==> config.mk <==
export PLATFORM = sky130hd
export DESIGN_NAME = dcache_wb_buffer_flat
export DESIGN_NICKNAME = d
export VERILOG_FILES = /design/src/rtl/dcache_wb_buffer_if.sv /design/src/rtl/dcache_wb_buffer.sv /design/src/flat_wrapper.sv
export SDC_FILE = /design/constraint.sdc
export NUM_CORES = 1
export LEC_CHECK = 0
export ABC_AREA = 1
export CORE_MARGIN = 4
export CORE_UTILIZATION = 50
export DETAILED_ROUTE_END_ITERATION = 12
export GPL_ROUTABILITY_DRIVEN = 0
export GPL_TIMING_DRIVEN = 0
export PLACE_DENSITY = 0.74
export SYNTH_ARGS = -nofsm -noshare
export SYNTH_HDL_FRONTEND = slang
export SYNTH_SLANG_ARGS = --single-unit
==> constraint.sdc <==
create_clock -name clk -period 88.9 [get_ports clk]
set_clock_uncertainty 0.15 [all_clocks]
set_input_delay 17.78 -clock clk [delete_from_list [all_inputs] [get_ports clk]]
set_output_delay 17.78 -clock clk [all_outputs]
set_load 0.05 [all_outputs]
==> src/rtl/dcache_wb_buffer_if.sv <==
// Bundle between the write-back buffer, the data cache (push/query side)
// and the AXI write channel. The master modport is the buffer's own view.
interface dcache_wb_buffer_if #(
    parameter int LINE_WORDS = 16
);
    logic                    push_valid;
    logic                    push_ready;
    logic [31:0]             push_addr;
    logic [32*LINE_WORDS-1:0] push_data;
    logic [31:0]             query_addr;
    logic                    query_hit;
    logic                    empty;

    logic [3:0]              m_awid;
    logic [31:0]             m_awaddr;
    logic [7:0]              m_awlen;
    logic [2:0]              m_awsize;
    logic [1:0]              m_awburst;
    logic [1:0]              m_awlock;
    logic [3:0]              m_awcache;
    logic [2:0]              m_awprot;
    logic                    m_awvalid;
    logic                    m_awready;

    logic [3:0]              m_wid;
    logic [31:0]             m_wdata;
    logic [3:0]              m_wstrb;
    logic                    m_wlast;
    logic                    m_wvalid;
    logic                    m_wready;

    logic                    m_bvalid;
    logic                    m_bready;

    modport master (
        input  push_valid, push_addr, push_data, query_addr,
               m_awready, m_wready, m_bvalid,
        output push_ready, query_hit, empty,
               m_awid, m_awaddr, m_awlen, m_awsize, m_awburst, m_awlock,
               m_awcache, m_awprot, m_awvalid,
               m_wid, m_wdata, m_wstrb, m_wlast, m_wvalid, m_bready
    );

    modport slave (
        output push_valid, push_addr, push_data, query_addr,
               m_awready, m_wready, m_bvalid,
        input  push_ready, query_hit, empty,
               m_awid, m_awaddr, m_awlen, m_awsize, m_awburst, m_awlock,
               m_awcache, m_awprot, m_awvalid,
               m_wid, m_wdata, m_wstrb, m_wlast, m_wvalid, m_bready
    );
endinterface

==> src/rtl/dcache_wb_buffer.sv <==
// In-order queue of evicted dirty lines, each drained as one INCR burst on
// AW/W/B, with an address-hit check so the cache can stall refills.
module dcache_wb_buffer #(
    parameter int         LINE_WORDS   = 16,
    parameter int         OFFSET_WIDTH = 6,
    parameter int         DEPTH        = 2,
    parameter logic [3:0] AXI_ID       = 4'd1
) (
    input  logic                clk,
    input  logic                rst,
    dcache_wb_buffer_if.master  bus,
    output logic [1:0]          fsm_state
);
    localparam int PTR_W  = $clog2(DEPTH);
    localparam int CNT_W  = PTR_W + 1;
    localparam int BEAT_W = $clog2(LINE_WORDS);
    localparam int TAG_W  = 32 - OFFSET_WIDTH;

    // Handshake rule: a transfer happens on a rising edge where valid and
    // ready are both high; a raised valid holds its payload until then.
    typedef enum logic [1:0] {
        S_IDLE = 2'd0,
        S_AW   = 2'd1,
        S_W    = 2'd2,
        S_B    = 2'd3
    } state_t;

    state_t                   state_q, state_d;
    logic [DEPTH-1:0]         valid_q;
    logic [TAG_W-1:0]         tag_q  [DEPTH];
    logic [32*LINE_WORDS-1:0] data_q [DEPTH];
    logic [PTR_W-1:0]         head_q, tail_q;
    logic [CNT_W-1:0]         count_q;
    logic [BEAT_W-1:0]        beat_q;
    logic                     push_fire, pop_fire, last_beat, hit;
    logic                     unused_offset_bits;

    assign bus.push_ready = (count_q != CNT_W'(DEPTH));
    assign bus.empty      = (count_q == '0);
    assign push_fire      = bus.push_valid && bus.push_ready;
    assign pop_fire       = (state_q == S_B) && bus.m_bvalid;
    assign last_beat      = (beat_q == BEAT_W'(LINE_WORDS - 1));
    assign fsm_state      = state_q;
    assign unused_offset_bits = ^{bus.push_addr[OFFSET_WIDTH-1:0],
                                  bus.query_addr[OFFSET_WIDTH-1:0]};

    assign bus.m_awid    = AXI_ID;
    assign bus.m_awlen   = 8'(LINE_WORDS - 1);
    assign bus.m_awsize  = 3'd2;
    assign bus.m_awburst = 2'b01;
    assign bus.m_awlock  = 2'b00;
    assign bus.m_awcache = 4'd0;
    assign bus.m_awprot  = 3'd0;
    assign bus.m_wid     = AXI_ID;
    assign bus.m_wstrb   = 4'hf;

    // The entry being drained still counts as a hit until its B handshake.
    always_comb begin
        hit = 1'b0;
        for (int i = 0; i < DEPTH; i++) begin
            if (valid_q[i] && (tag_q[i] == bus.query_addr[31:OFFSET_WIDTH])) begin
                hit = 1'b1;
            end
        end
    end
    assign bus.query_hit = hit;

    always_ff @(posedge clk) begin
        if (push_fire) begin
            tag_q[tail_q]  <= bus.push_addr[31:OFFSET_WIDTH];
            data_q[tail_q] <= bus.push_data;
        end
    end

    always_ff @(posedge clk) begin
        if (rst) begin
            valid_q <= '0;
            head_q  <= '0;
            tail_q  <= '0;
            count_q <= '0;
        end else begin
            if (push_fire) begin
                valid_q[tail_q] <= 1'b1;
                tail_q          <= tail_q + 1'b1;
            end
            if (pop_fire) begin
                valid_q[head_q] <= 1'b0;
                head_q          <= head_q + 1'b1;
            end
            case ({push_fire, pop_fire})
                2'b10:   count_q <= count_q + 1'b1;
                2'b01:   count_q <= count_q - 1'b1;
                default: count_q <= count_q;
            endcase
        end
    end

    always_ff @(posedge clk) begin
        if (rst) begin
            state_q <= S_IDLE;
            beat_q  <= '0;
        end else begin
            state_q <= state_d;
            if (state_q == S_AW && bus.m_awready) begin
                beat_q <= '0;
            end else if (state_q == S_W && bus.m_wready) begin
                beat_q <= beat_q + 1'b1;
            end
        end
    end

    always_comb begin
        state_d       = state_q;
        bus.m_awvalid = 1'b0;
        bus.m_awaddr  = 32'd0;
        bus.m_wvalid  = 1'b0;
        bus.m_wdata   = 32'd0;
        bus.m_wlast   = 1'b0;
        bus.m_bready  = 1'b0;
        case (state_q)
            S_IDLE: begin
                if (count_q != '0) state_d = S_AW;
            end
            S_AW: begin
                bus.m_awvalid = 1'b1;
                bus.m_awaddr  = {tag_q[head_q], {OFFSET_WIDTH{1'b0}}};
                if (bus.m_awready) state_d = S_W;
            end
            S_W: begin
                bus.m_wvalid = 1'b1;
                bus.m_wdata  = data_q[head_q][32*beat_q +: 32];
                bus.m_wlast  = last_beat;
                if (bus.m_wready && last_beat) state_d = S_B;
            end
            S_B: begin
                bus.m_bready = 1'b1;
                if (bus.m_bvalid) state_d = S_IDLE;
            end
            default: state_d = S_IDLE;
        endcase
    end
endmodule

==> src/flat_wrapper.sv <==
// flat-port wrapper written by rule: the top's interface ports become plain ports
module dcache_wb_buffer_flat 
#(
    parameter int         LINE_WORDS   = 16,
    parameter int         OFFSET_WIDTH = 6,
    parameter int         DEPTH        = 2,
    parameter logic [3:0] AXI_ID       = 4'd1
)
  (clk, rst, fsm_state, bus_push_valid, bus_push_addr, bus_push_data, bus_query_addr, bus_m_awready, bus_m_wready, bus_m_bvalid, bus_push_ready, bus_query_hit, bus_empty, bus_m_awid, bus_m_awaddr, bus_m_awlen, bus_m_awsize, bus_m_awburst, bus_m_awlock, bus_m_awcache, bus_m_awprot, bus_m_awvalid, bus_m_wid, bus_m_wdata, bus_m_wstrb, bus_m_wlast, bus_m_wvalid, bus_m_bready);
  dcache_wb_buffer_if #(.LINE_WORDS(LINE_WORDS)) bus_i ();
  input  logic clk;
  input  logic rst;
  output logic [1:0] fsm_state;
  input wire logic [$bits(bus_i.push_valid)-1:0] bus_push_valid;
  input wire logic [$bits(bus_i.push_addr)-1:0] bus_push_addr;
  input wire logic [$bits(bus_i.push_data)-1:0] bus_push_data;
  input wire logic [$bits(bus_i.query_addr)-1:0] bus_query_addr;
  input wire logic [$bits(bus_i.m_awready)-1:0] bus_m_awready;
  input wire logic [$bits(bus_i.m_wready)-1:0] bus_m_wready;
  input wire logic [$bits(bus_i.m_bvalid)-1:0] bus_m_bvalid;
  output wire logic [$bits(bus_i.push_ready)-1:0] bus_push_ready;
  output wire logic [$bits(bus_i.query_hit)-1:0] bus_query_hit;
  output wire logic [$bits(bus_i.empty)-1:0] bus_empty;
  output wire logic [$bits(bus_i.m_awid)-1:0] bus_m_awid;
  output wire logic [$bits(bus_i.m_awaddr)-1:0] bus_m_awaddr;
  output wire logic [$bits(bus_i.m_awlen)-1:0] bus_m_awlen;
  output wire logic [$bits(bus_i.m_awsize)-1:0] bus_m_awsize;
  output wire logic [$bits(bus_i.m_awburst)-1:0] bus_m_awburst;
  output wire logic [$bits(bus_i.m_awlock)-1:0] bus_m_awlock;
  output wire logic [$bits(bus_i.m_awcache)-1:0] bus_m_awcache;
  output wire logic [$bits(bus_i.m_awprot)-1:0] bus_m_awprot;
  output wire logic [$bits(bus_i.m_awvalid)-1:0] bus_m_awvalid;
  output wire logic [$bits(bus_i.m_wid)-1:0] bus_m_wid;
  output wire logic [$bits(bus_i.m_wdata)-1:0] bus_m_wdata;
  output wire logic [$bits(bus_i.m_wstrb)-1:0] bus_m_wstrb;
  output wire logic [$bits(bus_i.m_wlast)-1:0] bus_m_wlast;
  output wire logic [$bits(bus_i.m_wvalid)-1:0] bus_m_wvalid;
  output wire logic [$bits(bus_i.m_bready)-1:0] bus_m_bready;
  assign bus_i.push_valid = bus_push_valid;
  assign bus_i.push_addr = bus_push_addr;
  assign bus_i.push_data = bus_push_data;
  assign bus_i.query_addr = bus_query_addr;
  assign bus_i.m_awready = bus_m_awready;
  assign bus_i.m_wready = bus_m_wready;
  assign bus_i.m_bvalid = bus_m_bvalid;
  assign bus_push_ready = bus_i.push_ready;
  assign bus_query_hit = bus_i.query_hit;
  assign bus_empty = bus_i.empty;
  assign bus_m_awid = bus_i.m_awid;
  assign bus_m_awaddr = bus_i.m_awaddr;
  assign bus_m_awlen = bus_i.m_awlen;
  assign bus_m_awsize = bus_i.m_awsize;
  assign bus_m_awburst = bus_i.m_awburst;
  assign bus_m_awlock = bus_i.m_awlock;
  assign bus_m_awcache = bus_i.m_awcache;
  assign bus_m_awprot = bus_i.m_awprot;
  assign bus_m_awvalid = bus_i.m_awvalid;
  assign bus_m_wid = bus_i.m_wid;
  assign bus_m_wdata = bus_i.m_wdata;
  assign bus_m_wstrb = bus_i.m_wstrb;
  assign bus_m_wlast = bus_i.m_wlast;
  assign bus_m_wvalid = bus_i.m_wvalid;
  assign bus_m_bready = bus_i.m_bready;
  dcache_wb_buffer #(.LINE_WORDS(LINE_WORDS), .OFFSET_WIDTH(OFFSET_WIDTH), .DEPTH(DEPTH), .AXI_ID(AXI_ID)) u_core (.clk(clk), .rst(rst), .bus(bus_i), .fsm_state(fsm_state));
endmodule
## Word level (Yosys, flattened, before mapping)

Memories as Yosys holds them, arrays and structs flattened. A register that Yosys moved wholly into a read port is not among the register bits.
Index checks and enable logic that the tools add are counted.

- Bitwise logic cells: 3
- Reductions and logical operators: 15
- Add/sub/neg operators: 5
- Muxes and demuxes: 27
- Eq/ne operators: 13
- $lt $le $gt $ge: 4
- Shift-type cells: 1

Operator list:

| cell | count |
|---|---|
| indexed part select 512 x 10 -> 32 bit | 1 |
| two-way mux 32 bit | 2 |
| equality test 26 bit | 2 |
| two-way mux 1 bit | 14 |
| two-way mux 2 bit | 7 |
| logical AND 1 bit | 9 |
| != test 2 bit, second input constant | 4 |
| case mux 2 bit (4 select lines) | 1 |
| equality test 2 bit, second input constant | 3 |
| adder 4 x 1 -> 4 bit, second input constant | 1 |
| equality test 2 x 1 -> 1 bit, second input constant | 2 |
| equality test 4 bit, second input constant | 1 |
| logical NOT 2 bit | 2 |
| < comparator 1 x 2 -> 1 bit, second input constant | 2 |
| case mux 2 bit (2 select lines) | 1 |
| AND reduction 4 bit | 1 |
| nonzero test 2 bit | 2 |
| adder 1 bit, second input constant | 2 |
| adder 2 x 1 -> 2 bit, second input constant | 1 |
| AND 2 bit | 1 |
| demux 1 bit (select 1 bit) | 2 |
| >= comparator 1 bit, second input constant | 2 |
| != test 2 x 1 -> 1 bit, second input constant | 1 |
| inverter 2 bit | 1 |
| 3 further kinds | 3 |

- Bits in registers: 12
- Output and inout bits: 107
- Memories kept: 2
- Word-level logic and storage cells: 76
- Input port bits: 582
- Memory bits (writable): 1076

Memories:

| memory | words | bits a word | read ports | clocked after memory_dff | write ports | line | source |
|---|---|---|---|---|---|---|---|
| u_core.data_q | 2 | 512 | 1 | 1 | 1 | dcache_wb_buffer.sv:31 | `logic [32*LINE_WORDS-1:0] data_q [DEPTH];` |
| u_core.tag_q | 2 | 26 | 3 | 1 | 1 | dcache_wb_buffer.sv:30 | `logic [TAG_W-1:0] tag_q [DEPTH];` |

## Depth between registers and ports, before layout

- Word-level depth: 9
- Gate-level depth with buffers: 12
- Depth with buffers taken out: 10

## Worst setup path after synthesis

No wires, ideal clock.

- Path type: input port to flip-flop
- From: in bus_push_valid
- To: reg u_core.valid_q[0]
- Required time: 88.604 ns
- Buffers on the path: 0
- Stages: 4
- Slack: 47.022 ns
- Setup time: 0.146 ns
- Data arrival time: 41.582 ns
- Path through: nand2_1 nor2_1 o21ai_0 a21oi_1

- Longest elaborated chain between the ends: 5

Ends and longest elaborated chain:

| what | line | source |
|---|---|---|
| start: declaration | flat_wrapper.sv:14 | `input wire logic [$bits(bus_i.push_valid)-1:0] bus_push_valid;` |
| logical AND 1 bit (*) | dcache_wb_buffer.sv:40 | `assign push_fire = bus.push_valid && bus.push_ready;` |
| two-way mux 2 bit (*) | dcache_wb_buffer.sv:82 | `if (push_fire) begin` |
| two-way mux 2 bit (*) | dcache_wb_buffer.sv:76 | `if (rst) begin` |
| AND 2 bit (no source line) | -- |  |
| two-way mux 2 bit (*) | dcache_wb_buffer.sv:86 | `if (pop_fire) begin` |
| end signal: assignment | dcache_wb_buffer.sv:77 | `valid_q <= '0;` |
| end signal: indexed assignment | dcache_wb_buffer.sv:83 | `valid_q[tail_q] <= 1'b1;` |
| end signal: indexed assignment | dcache_wb_buffer.sv:87 | `valid_q[head_q] <= 1'b0;` |
| end: declaration | dcache_wb_buffer.sv:29 | `logic [DEPTH-1:0] valid_q;` |

Every way passes the cells marked *; elsewhere a longest branch is shown, timed or not. The select of a mux whose other input is x is not followed.
A chain may end at the register's enable or synchronous reset.

## Worst setup path after layout

- From: in bus_query_addr[17]
- To: out bus_query_hit

- Longest elaborated chain between the ends: 4
- Elaborated cells between the ends (all ways): 6
- Classes of those cells: 2 x eq/ne; 2 x mux; 2 x reduce/logical

Ends and longest elaborated chain:

| what | line | source |
|---|---|---|
| start: declaration | flat_wrapper.sv:17 | `input wire logic [$bits(bus_i.query_addr)-1:0] bus_query_addr;` |
| equality test 26 bit | dcache_wb_buffer.sv:61 | `if (valid_q[i] && (tag_q[i] == bus.query_addr[31:OFFSET_WIDTH])) begin` |
| logical AND 1 bit | dcache_wb_buffer.sv:61 |  |
| two-way mux 1 bit | dcache_wb_buffer.sv:61 |  |
| two-way mux 1 bit (*) | dcache_wb_buffer.sv:61 |  |
| end: declaration | flat_wrapper.sv:22 | `output wire logic [$bits(bus_i.query_hit)-1:0] bus_query_hit;` |

Every way passes the cells marked *; elsewhere a longest branch is shown, timed or not.

==> results.yml <==
power:
  vdd_drop_max_uv: 19.3
  power_density_nw_per_um2: 22.7
  leakage_nw: 23.0
route:
  vias_per_cell: 5.50
  wl_per_cell_um: 24.9
  drt_wl_total_mm: 159
  drt_first_pass_iters: 8
  vias: 35100
  drcViolationCount: 0
  ant_nets: 0
  drt_iter0_drc: 4653
yosys:
  syn_area_um2: 46100
  avgSynthCellArea_um2: 10.9
  ys_seq_area_share_pct: 70.7
  synth_warnings: 0
  synth_xor_area_share_pct: 0.323
  synth_top_family_by_area: "simple AND/OR/NAND/NOR gates"
  synth_mux_area_share_pct: 0
  yosys.area.top_type: "edfxtp_1"
  synth_top_area_share_pct: 70.1
  synthAdderAreaFrac_pct: 0.190
  synth_cell_types: 30
  netlist_instances: 4243
  ys_seq_elements: 1089
  synthSimpleGateAreaFrac_pct: 19.4
  synth_compound_area_share_pct: 3.03
  synthTopCellsByArea: "edfxtp_1, nand2_1, nand3_1"
worst_setup_path:
  slowest_delay_ns: 0.80
  crit_buf_inv: 3
  cp.required_ns: 70.97
  crit_chain: "clkdlybuf4s50_1, inv_1, nand2_1, o211ai_1, nor2_1, nand2_1, nor2_1, nand2_1, nand2_1, clkdlybuf4s50_1"
  start_kind: "input pin"
  crit_top_cell: "nand2_1"
  cp_data_arrival_time_ns: 20.00
  critPathMaxFanout: 3
  path_class: "input pin to primary output"
  end_kind: "primary output"
  slowest_stage: "clkdlybuf4s50_1"
  cp_top_family: "buffers and inverters"
cells_and_area:
  multi_input_area_um2: 10700
  finalNetCount: 5645
  regArea_um2: 32600
  syn2layout_area_growth_pct: 26.6
  drive_above_1_share_pct: 7.27
  finalNonFillerCells: 6378
  final_util_pct: 63.7
  fin_area_um2: 58300
  fillers: 6949
floorplan:
  die_y_um: 312
  die_x_um: 312
  start_util_pct: 50.4
  fp.coreArea_um2: 91500
  std_cell_rows: 111
  top_level_ports: 689
  die-area_um2: 97100
global_routing:
  grt_start_max_net_pins: 120
  gr-total-overflow: 0
  grt_pass1_wl_mm: 221
  antenna_found_initial: 77
  first_global_vias: 33600
  gr-usage-all-layers_pct: 31.6
timing:
  period_needed_ns: 37.93
  relSlewSlack_pct: 28.4
  whs_ns: 0.378
  fin_crit_sh_pct: 42.7
  finalHoldViolations: 0
  setup_tns_ns: 0
  fmax_mhz: 26.4
  drv_slew: 0
  setup_viol_count_final: 0
  worst-slew-pin-transition_ns: 1.07
  rsz0062_at_grt: "no"
worst_hold_path:
  hp-class: "flop to flop"
clock_tree:
  insertion_delay_ns: 0.72
  tritoncts: "yes"
  hold_buffers: 0
  cts_inserted_buffers: 111
  path_clk_slew_ns: 0.06
  cts_resized: 0
  cts-htree-levels: 3
  postCtsSetupRepairBufs: 0
  clock_tree.buffer_depth: 3
  cts_root_buf: "clkbuf_16"
  clkSinkCount: 1089
placement:
  place_inst: 6129
  placed_area_um2: 54700
  io_buffer_count: 636
  dp_hpwl_mm: 118
run:
  maxCapViolations: 0
status:
  status: "complete, no violations"
## layout by cell type, fill, tap and decap left out, types with 3 or more instances in the layout
cell / instances
inv_1: 389
edfxtp_1: 1076
buf_4: 52
clkinv_2: 17
nor2_1: 342
buf_2: 119
o21ai_1: 60
dfxtp_1: 13
bufinv_16: 10
clkinv_1: 23
o21ai_0: 154
buf_16: 9
a21oi_1: 59
buf_6: 19
diode_2: 50
nor3_1: 6
conb_1: 40
xnor2_1: 17
ha_1: 7
nand2_1: 1316
nand4_1: 3
buf_12: 17
clkinvlp_4: 6
buf_1: 13
clkbuf_16: 113
clkbuf_1: 85
nand3_1: 519
clkdlybuf4s50_1: 636
## area by class of cell
class,count,share of cell area (%)
tap,1186,2.54
inverter,393,2.55
clock inverter,61,1.03
antenna,50,0.214
multi-input combinational,2536,18.4
clock buffer,138,5.01
timing repair buffer,662,11.9
sequential,1089,55.8
buffer,263,2.53
## cell usage after synthesis (all sizes together)
cell    instances
a211oi          1
a21oi          59
and2            1
and3            1
buf           203
clkbuf         60
clkinv          1
conb            2
dfxtp          13
edfxtp       1076
ha              7
inv           392
nand2        1316
nand3         519
nand4           3
nor2          343
nor3            6
nor3b           2
nor4            2
o211ai          2
o21ai         214
o22ai           1
or2             2
xnor2          17
## worst paths after layout
check                     start               endpoint  slack (ns)  cells past startpoint
max reg2reg   u_core.count_q[0]  u_core.data_q[1][376]       85.42                      9
min               u_core.head_q      u_core.valid_q[0]        0.38                      2
min reg2reg       u_core.head_q      u_core.valid_q[0]        0.38                      2
max          bus_query_addr[17]          bus_query_hit       50.97                     10
## state kept, by name, summed over array words and instances, names as in the netlist, named ones only
name	flops
u_core.tail_q	1
u_core.tag_q	52
u_core.head_q	1
u_core.count_q	2
u_core.fsm_state	2
u_core.valid_q	2
u_core.beat_q	4
u_core.data_q	1024
## routing by layer
metal  routed length [µm]  global-route usage, %
met2                74400                   50.9
met4                 8240                   16.3
met3                16200                   6.90
met5                  253                      0
met1                59400                   40.7
## worst reg2reg max path, stage by stage (launching register included)
cell and delay [ns]:
dfxtp_1 0.40, inv_1 0.10, nand2_1 0.09, nand2_1 0.12
inv_1 0.09, nand2_1 0.15, inv_8 0.43, buf_16 0.42
buf_16 0.42, buf_16 0.51
## through the flow
stage | total power, mW | worst slack, ns
3_5_place_dp | 0.870 | 51.07
5_1_grt | 1.37 | 50.93
4_1_cts | 1.32 | 51.05
2_1_floorplan | 0.786 | 47.02
6_report | 1.32 | 50.97
3_3_place_gp | 0.906 | 33.46
## where the power goes
part	leakage (nW)	internal [mW]	switching, mW
Clock	1.71	0.261	0.197
Combinational	11.1	0.0792	0.167
Sequential	10.2	0.609	0.00993
## kinds of logic after synthesis
| group | count (synthesis) |
|---|---|
| AOI/OAI and AO/OA | 277 |
| xor gates and xnor gates | 17 |
| adders and majority gates | 7 |
| buffers and inverters | 656 |
| DFF | 1089 |
| other | 2 |
| and+or+nand+nor | 2195 |
Note: power is estimated with default switching activity, not from simulation.
